### src/rtl/usb4_clk_pkg.sv
// Shared state encodings and speed codes for the link clock speed switch.
package usb4_clk_pkg;

  localparam logic [1:0] GEN_SPD_0   = 2'b00;
  localparam logic [1:0] GEN_SPD_1   = 2'b01;
  localparam logic [1:0] GEN_SPD_2   = 2'b10;
  localparam logic [1:0] GEN_SPD_BAD = 2'b11;

  localparam logic [2:0] ST_BOOT   = 3'd0;
  localparam logic [2:0] ST_IDLE   = 3'd1;
  localparam logic [2:0] ST_DRAIN  = 3'd2;
  localparam logic [2:0] ST_HOLD   = 3'd3;
  localparam logic [2:0] ST_SETTLE = 3'd4;
  localparam logic [2:0] ST_DONE   = 3'd5;

endpackage

### src/rtl/cyc_timer.sv
// 16-bit up-counter with clear, enable and a terminal-count compare.
// Saturates at all-ones so a long stay never wraps back into a match.
module cyc_timer (
  input  logic        clk,
  input  logic        rst,
  input  logic        clr,
  input  logic        en,
  input  logic [15:0] tc_val,
  output logic [15:0] cnt,
  output logic        tc
);

  // Count cycles spent in the current state; cleared on every state entry.
  always_ff @(posedge clk) begin
    if (rst || clr) begin
      cnt <= 16'd0;
    end else if (en && (cnt != 16'hFFFF)) begin
      cnt <= cnt + 16'd1;
    end
  end

  assign tc = (cnt == tc_val);

endmodule

### src/rtl/speed_switch_ctrl.sv
// Speed switch sequencer: drains the datapath, holds the divider in reset
// while the ratio changes, waits for it to settle, then acknowledges.
//
// state  | meaning
// BOOT   | power-up divider reset, RST_CYC cycles
// IDLE   | waiting for a speed request
// DRAIN  | waiting for dp_idle, bounded by QUIESCE_MAX
// HOLD   | new ratio applied, divider held in reset RST_CYC cycles
// SETTLE | divider running, SETTLE_CYC cycles
// DONE   | one-cycle ack, back to IDLE
module speed_switch_ctrl
  import usb4_clk_pkg::*;
#(
  parameter int RST_CYC     = 4,
  parameter int SETTLE_CYC  = 64,
  parameter int QUIESCE_MAX = 1024
) (
  input  logic       local_clk,
  input  logic       rst,
  input  logic       spd_req,
  input  logic [1:0] spd_sel,
  input  logic       dp_idle,
  output logic [1:0] gen_speed,
  output logic       div_rst_n,
  output logic       spd_ack,
  output logic       spd_err,
  output logic       busy
);

  localparam logic [15:0] RST_TC     = 16'(RST_CYC - 1);
  localparam logic [15:0] SETTLE_TC  = 16'(SETTLE_CYC - 1);
  localparam logic [15:0] QUIESCE_TC = 16'(QUIESCE_MAX - 1);

  logic [2:0]  state, nxt;
  logic [1:0]  target;
  logic        pending;
  logic [15:0] cnt;
  logic [15:0] tc_val;
  logic        tc;
  logic        imm_ack, imm_err, drain_to;

  cyc_timer u_timer (
    .clk    (local_clk),
    .rst    (rst),
    .clr    (nxt != state),
    .en     ((state != ST_IDLE) && (state != ST_DONE)),
    .tc_val (tc_val),
    .cnt    (cnt),
    .tc     (tc)
  );

  // Terminal count depends on which timed state we are in.
  always_comb begin
    tc_val = 16'd0;
    case (state)
      ST_BOOT, ST_HOLD: tc_val = RST_TC;
      ST_SETTLE:        tc_val = SETTLE_TC;
      ST_DRAIN:         tc_val = QUIESCE_TC;
      default:          tc_val = 16'd0;
    endcase
  end

  // Next-state decode plus the one-cycle ack/err triggers.
  always_comb begin
    nxt      = state;
    imm_ack  = 1'b0;
    imm_err  = 1'b0;
    drain_to = 1'b0;
    case (state)
      ST_BOOT:   if (tc) nxt = ST_SETTLE;
      ST_IDLE: begin
        if (spd_req) begin
          if (spd_sel == GEN_SPD_BAD)    imm_err = 1'b1;
          else if (spd_sel == gen_speed) imm_ack = 1'b1;
          else                           nxt = ST_DRAIN;
        end
      end
      ST_DRAIN: begin
        if (dp_idle) begin
          nxt = ST_HOLD;
        end else if (tc) begin
          nxt      = ST_IDLE;
          drain_to = 1'b1;
        end
      end
      ST_HOLD:   if (tc) nxt = ST_SETTLE;
      ST_SETTLE: if (tc) nxt = pending ? ST_DONE : ST_IDLE;
      ST_DONE:   nxt = ST_IDLE;
      default:   nxt = ST_BOOT;
    endcase
  end

  // State and registered outputs; outputs are decoded from the next state
  // so they line up with the state they belong to.
  always_ff @(posedge local_clk) begin
    if (rst) begin
      state     <= ST_BOOT;
      gen_speed <= GEN_SPD_0;
      target    <= GEN_SPD_0;
      div_rst_n <= 1'b0;
      spd_ack   <= 1'b0;
      spd_err   <= 1'b0;
      pending   <= 1'b0;
    end else begin
      state     <= nxt;
      div_rst_n <= !((nxt == ST_BOOT) || (nxt == ST_HOLD));
      spd_ack   <= imm_ack || (nxt == ST_DONE);
      spd_err   <= imm_err || drain_to;
      if ((state == ST_IDLE) && (nxt == ST_DRAIN)) begin
        target  <= spd_sel;
        pending <= 1'b1;
      end
      if ((state == ST_DRAIN) && (nxt == ST_HOLD)) begin
        gen_speed <= target;
      end
      if (drain_to || (state == ST_DONE)) begin
        pending <= 1'b0;
      end
    end
  end

  assign busy = (state != ST_IDLE);

endmodule

### config.mk
export PLATFORM = sky130hd
export DESIGN_NAME = speed_switch_ctrl
export DESIGN_NICKNAME = d
export VERILOG_FILES = /design/src/rtl/usb4_clk_pkg.sv /design/src/rtl/cyc_timer.sv /design/src/rtl/speed_switch_ctrl.sv
export SDC_FILE = /design/constraint.sdc
export NUM_CORES = 1
export LEC_CHECK = 0
export BUFFER_PORTS_ARGS = -buffer_cell sky130_fd_sc_hd__buf_2
export CORE_MARGIN = 2
export CORE_UTILIZATION = 40
export CTS_CLUSTER_SIZE = 14
export DETAILED_ROUTE_END_ITERATION = 10
export PLACE_DENSITY = 0.62
export SYNTH_ARGS = -nofsm -noshare
export SYNTH_HDL_FRONTEND = slang
export SYNTH_HIERARCHICAL = 1
export SYNTH_SLANG_ARGS = --single-unit
### constraint.sdc
create_clock -name local_clk -period 3.45 [get_ports local_clk]
set_input_delay 0.5175 -clock local_clk [delete_from_list [all_inputs] [get_ports local_clk]]
set_output_delay 0.5175 -clock local_clk [all_outputs]
set_load 0.05 [all_outputs]
==> results.yml <==
outcome:
  status: "finished clean"
run:
  cap_violations: 0
placed_design:
  place.gp.congestion: 0.8353
  io_buffers: 11
  dp_hpwl_mm: 2.849
logic_synthesis:
  synth-seq-cells: 27
  async_reset_ff_share_pct: 0
  synth-edff-count: 0
  synthFlopType: "dfxtp_1"
  yosys_warnings: 6
  avgSynthCellArea_um2: 8.086
  postSynthCellCount: 216
  yosys-top-cells-count: "27 x dfxtp_1, 20 x nor2_1, 16 x xnor2_1"
  synth_area_leaders: "dfxtp_1 31%, xnor2_1 8.0%, a21oi_1 4.3%, nor2_1 4.3%, mux2i_1 4.0%"
  seq_area_frac_synth_pct: 30.95
  yosys.area.top_type: "dfxtp_1"
  yosysUniqueCellTypes: 54
  synth_top_area_share_pct: 30.95
  synth_area_um2: 1747
  yosysMostFrequentCell: "dfxtp_1"
timing:
  max_freq_mhz: 316.6
  setup_violations: 0
  finalCritPeriodShare_pct: 91.57
  skew_ns: 0.003382
  slew_viol_final: 0
  finalHoldViolations: 0
  max_slew_margin_pct: 55.70
  rsz0062_at_grt: "no"
  post-route-min-period_ns: 3.159
  setup_tns_ns: 0
  worst-slew-pin-transition_ns: 0.6585
die:
  rows: 24
  ios: 12
  core-area_um2: 4294
  start_util_pct: 40.68
  dieArea_um2: 4911
  die_x_um: 70.08
  die_h_um: 70.08
global_route:
  overflow: 0
  grt_max_degree: 15
  first_global_vias: 1464
  gr-usage-all-layers_pct: 16.97
  grt_pass1_wl_mm: 6.810
  antenna_found_initial: 0
clock_tree:
  h-tree-depth: 1
  clock_latency_ns: 0.27
  cts_tree: "built"
  clk_pin_slew_ns: 0.09
  numCtsBuffers: 3
  clock_sinks: 27
  clockRootBuffer: "clkbuf_8"
  clock_path_buffers: 2
cells_and_area:
  synthToLayoutAreaGrowth_pct: 12.97
  diodes: 0
  final_util_pct: 45.95
  final_nets: 243
  drive_gt1_share_pct: 17.45
critical_path:
  critPathArrivalTime_ns: 3.33
  end_kind: "register"
  cp_max_fo: 11
  critPathLaunchType: "register"
  path_class: "reg2reg"
  required_ns: 3.62
  r2r_slack_ns: 0.29
drt:
  ant_nets: 0
  vias: 1612
  first_iter_violations: 81
  avgRoutedWirePerCell_um: 13.67
  firstDrtPassIters: 4
  wl_mm: 3.922
  vias_per_cell: 5.617
  remaining_drc_errors: 0
pwr:
  p_per_area_nw_per_um2: 319.7
  ir_worst_vdd_uv: 183.8
  power.leakage_nw: 0.7084
  power_w: 0.0006308
min_path:
  holdCritPathClass: "reg2reg"
[layout by cell type, fill, tap and decap left out, types with 5 or more instances in the layout]
cell	n
a21oi_1	14
a31oi_1	5
and2_1	5
buf_2	11
buf_4	9
conb_1	6
dfxtp_1	25
inv_1	7
mux2i_1	7
nand2_1	14
nand3_1	11
nand4_1	7
nor2_1	19
o21ai_0	9
xnor2_1	15
[metal layers]
metal / vias up / wire (µm) / share of wire [%] / GRT usage [%]
li1: 828 / - / - / -
met1: 753 / 2019 / 51 / 25.11
met2: 27 / 1719 / 44 / 25.50
met3: 4 / 126 / 3.2 / 1.876
met4: 0 / 57 / 1.5 / 5.769
met5: - / 0 / 0 / 0
[power breakdown]
| group | total, W | internal, W | switching (W) |
|---|---|---|---|
| logic | 0.000102 | 0.0000460 | 0.0000564 |
| clock network | 0.000184 | 0.0000829 | 0.000101 |
| registers | 0.000344 | 0.000324 | 0.0000197 |
| total | 0.000631 | 0.000453 | 0.000178 |
[what timing repair did]
action | 4_1_cts | 5_1_grt
setup buffers | 0 | 3
setup endpoints to repair | 0 | 16
hold buffers | 0 | 0
resized for setup | 0 | 11
[worst max-delay path: stages (launching register included)]
cell and delay [ns]:
dfxtp_1 0.34, nand2b_2 0.22, nor2_1 0.10, buf_4 0.16
xnor2_1 0.14, nand4_1 0.13, nor4_2 0.28, buf_4 0.20
nor2_1 0.05, o21ai_1 0.15, o21a_1 0.20, a21oi_1 0.08
o211ai_1 0.21, nor2_1 0.08, buf_4 0.18, nand3_1 0.12
mux2i_1 0.08, a311o_1 0.32
[cell families after synthesis]
kind of cell	synth area share [%]
compound gates	21.56
xor+xnor	8.023
fa+ha+maj	0.7162
buf+inv	5.301
flops	30.95
mux	4.012
other cells	0.2147
simple gates	29.23
[registers in the layout, indices dropped and copies added, names as in the netlist]
signal       cells
div_rst_n        1
gen_speed        2
target           2
u_timer/cnt     16
spd_ack          1
spd_err          1
pending          1
state            3
[path summary, 6_finish.rpt]
| kind | startpoint | endpoint | depth (start not counted) |
|---|---|---|---|
| worst max-delay path | state[2]$_SDFF_PP0_ | u_timer/cnt[1]$_SDFFE_PP0P_ | 17 |
| worst min-delay path | target[0]$_SDFFE_PP0P_ | target[0]$_SDFFE_PP0P_ | 2 |
| worst max register to register | state[2]$_SDFF_PP0_ | u_timer/cnt[1]$_SDFFE_PP0P_ | 17 |
| worst min register to register | target[0]$_SDFFE_PP0P_ | target[0]$_SDFFE_PP0P_ | 2 |
[final cells by class]
cell class                 instances  area [µm²]
clock buffer                       4       45.04
fill                             444        2321
inverter                           8       30.03
multi-input combinational        176        1165
sequential                        27       545.5
tap                               52       65.06
timing repair buffer              20       122.6
[per-stage QoR]
stage,setup slack (ns),hold WS (ns),cells,area (µm²)
2_1_floorplan,0.2302,0.4601,221,1765
3_3_place_gp,0.1644,0.4762,280,1868
3_5_place_dp,0.04286,0.4894,280,1868
4_1_cts,0.02177,0.5127,284,1913
5_1_grt,0.008162,0.5529,287,1973
6_report,0.2910,0.5028,287,1973
Power figures use the tool's default switching activity.
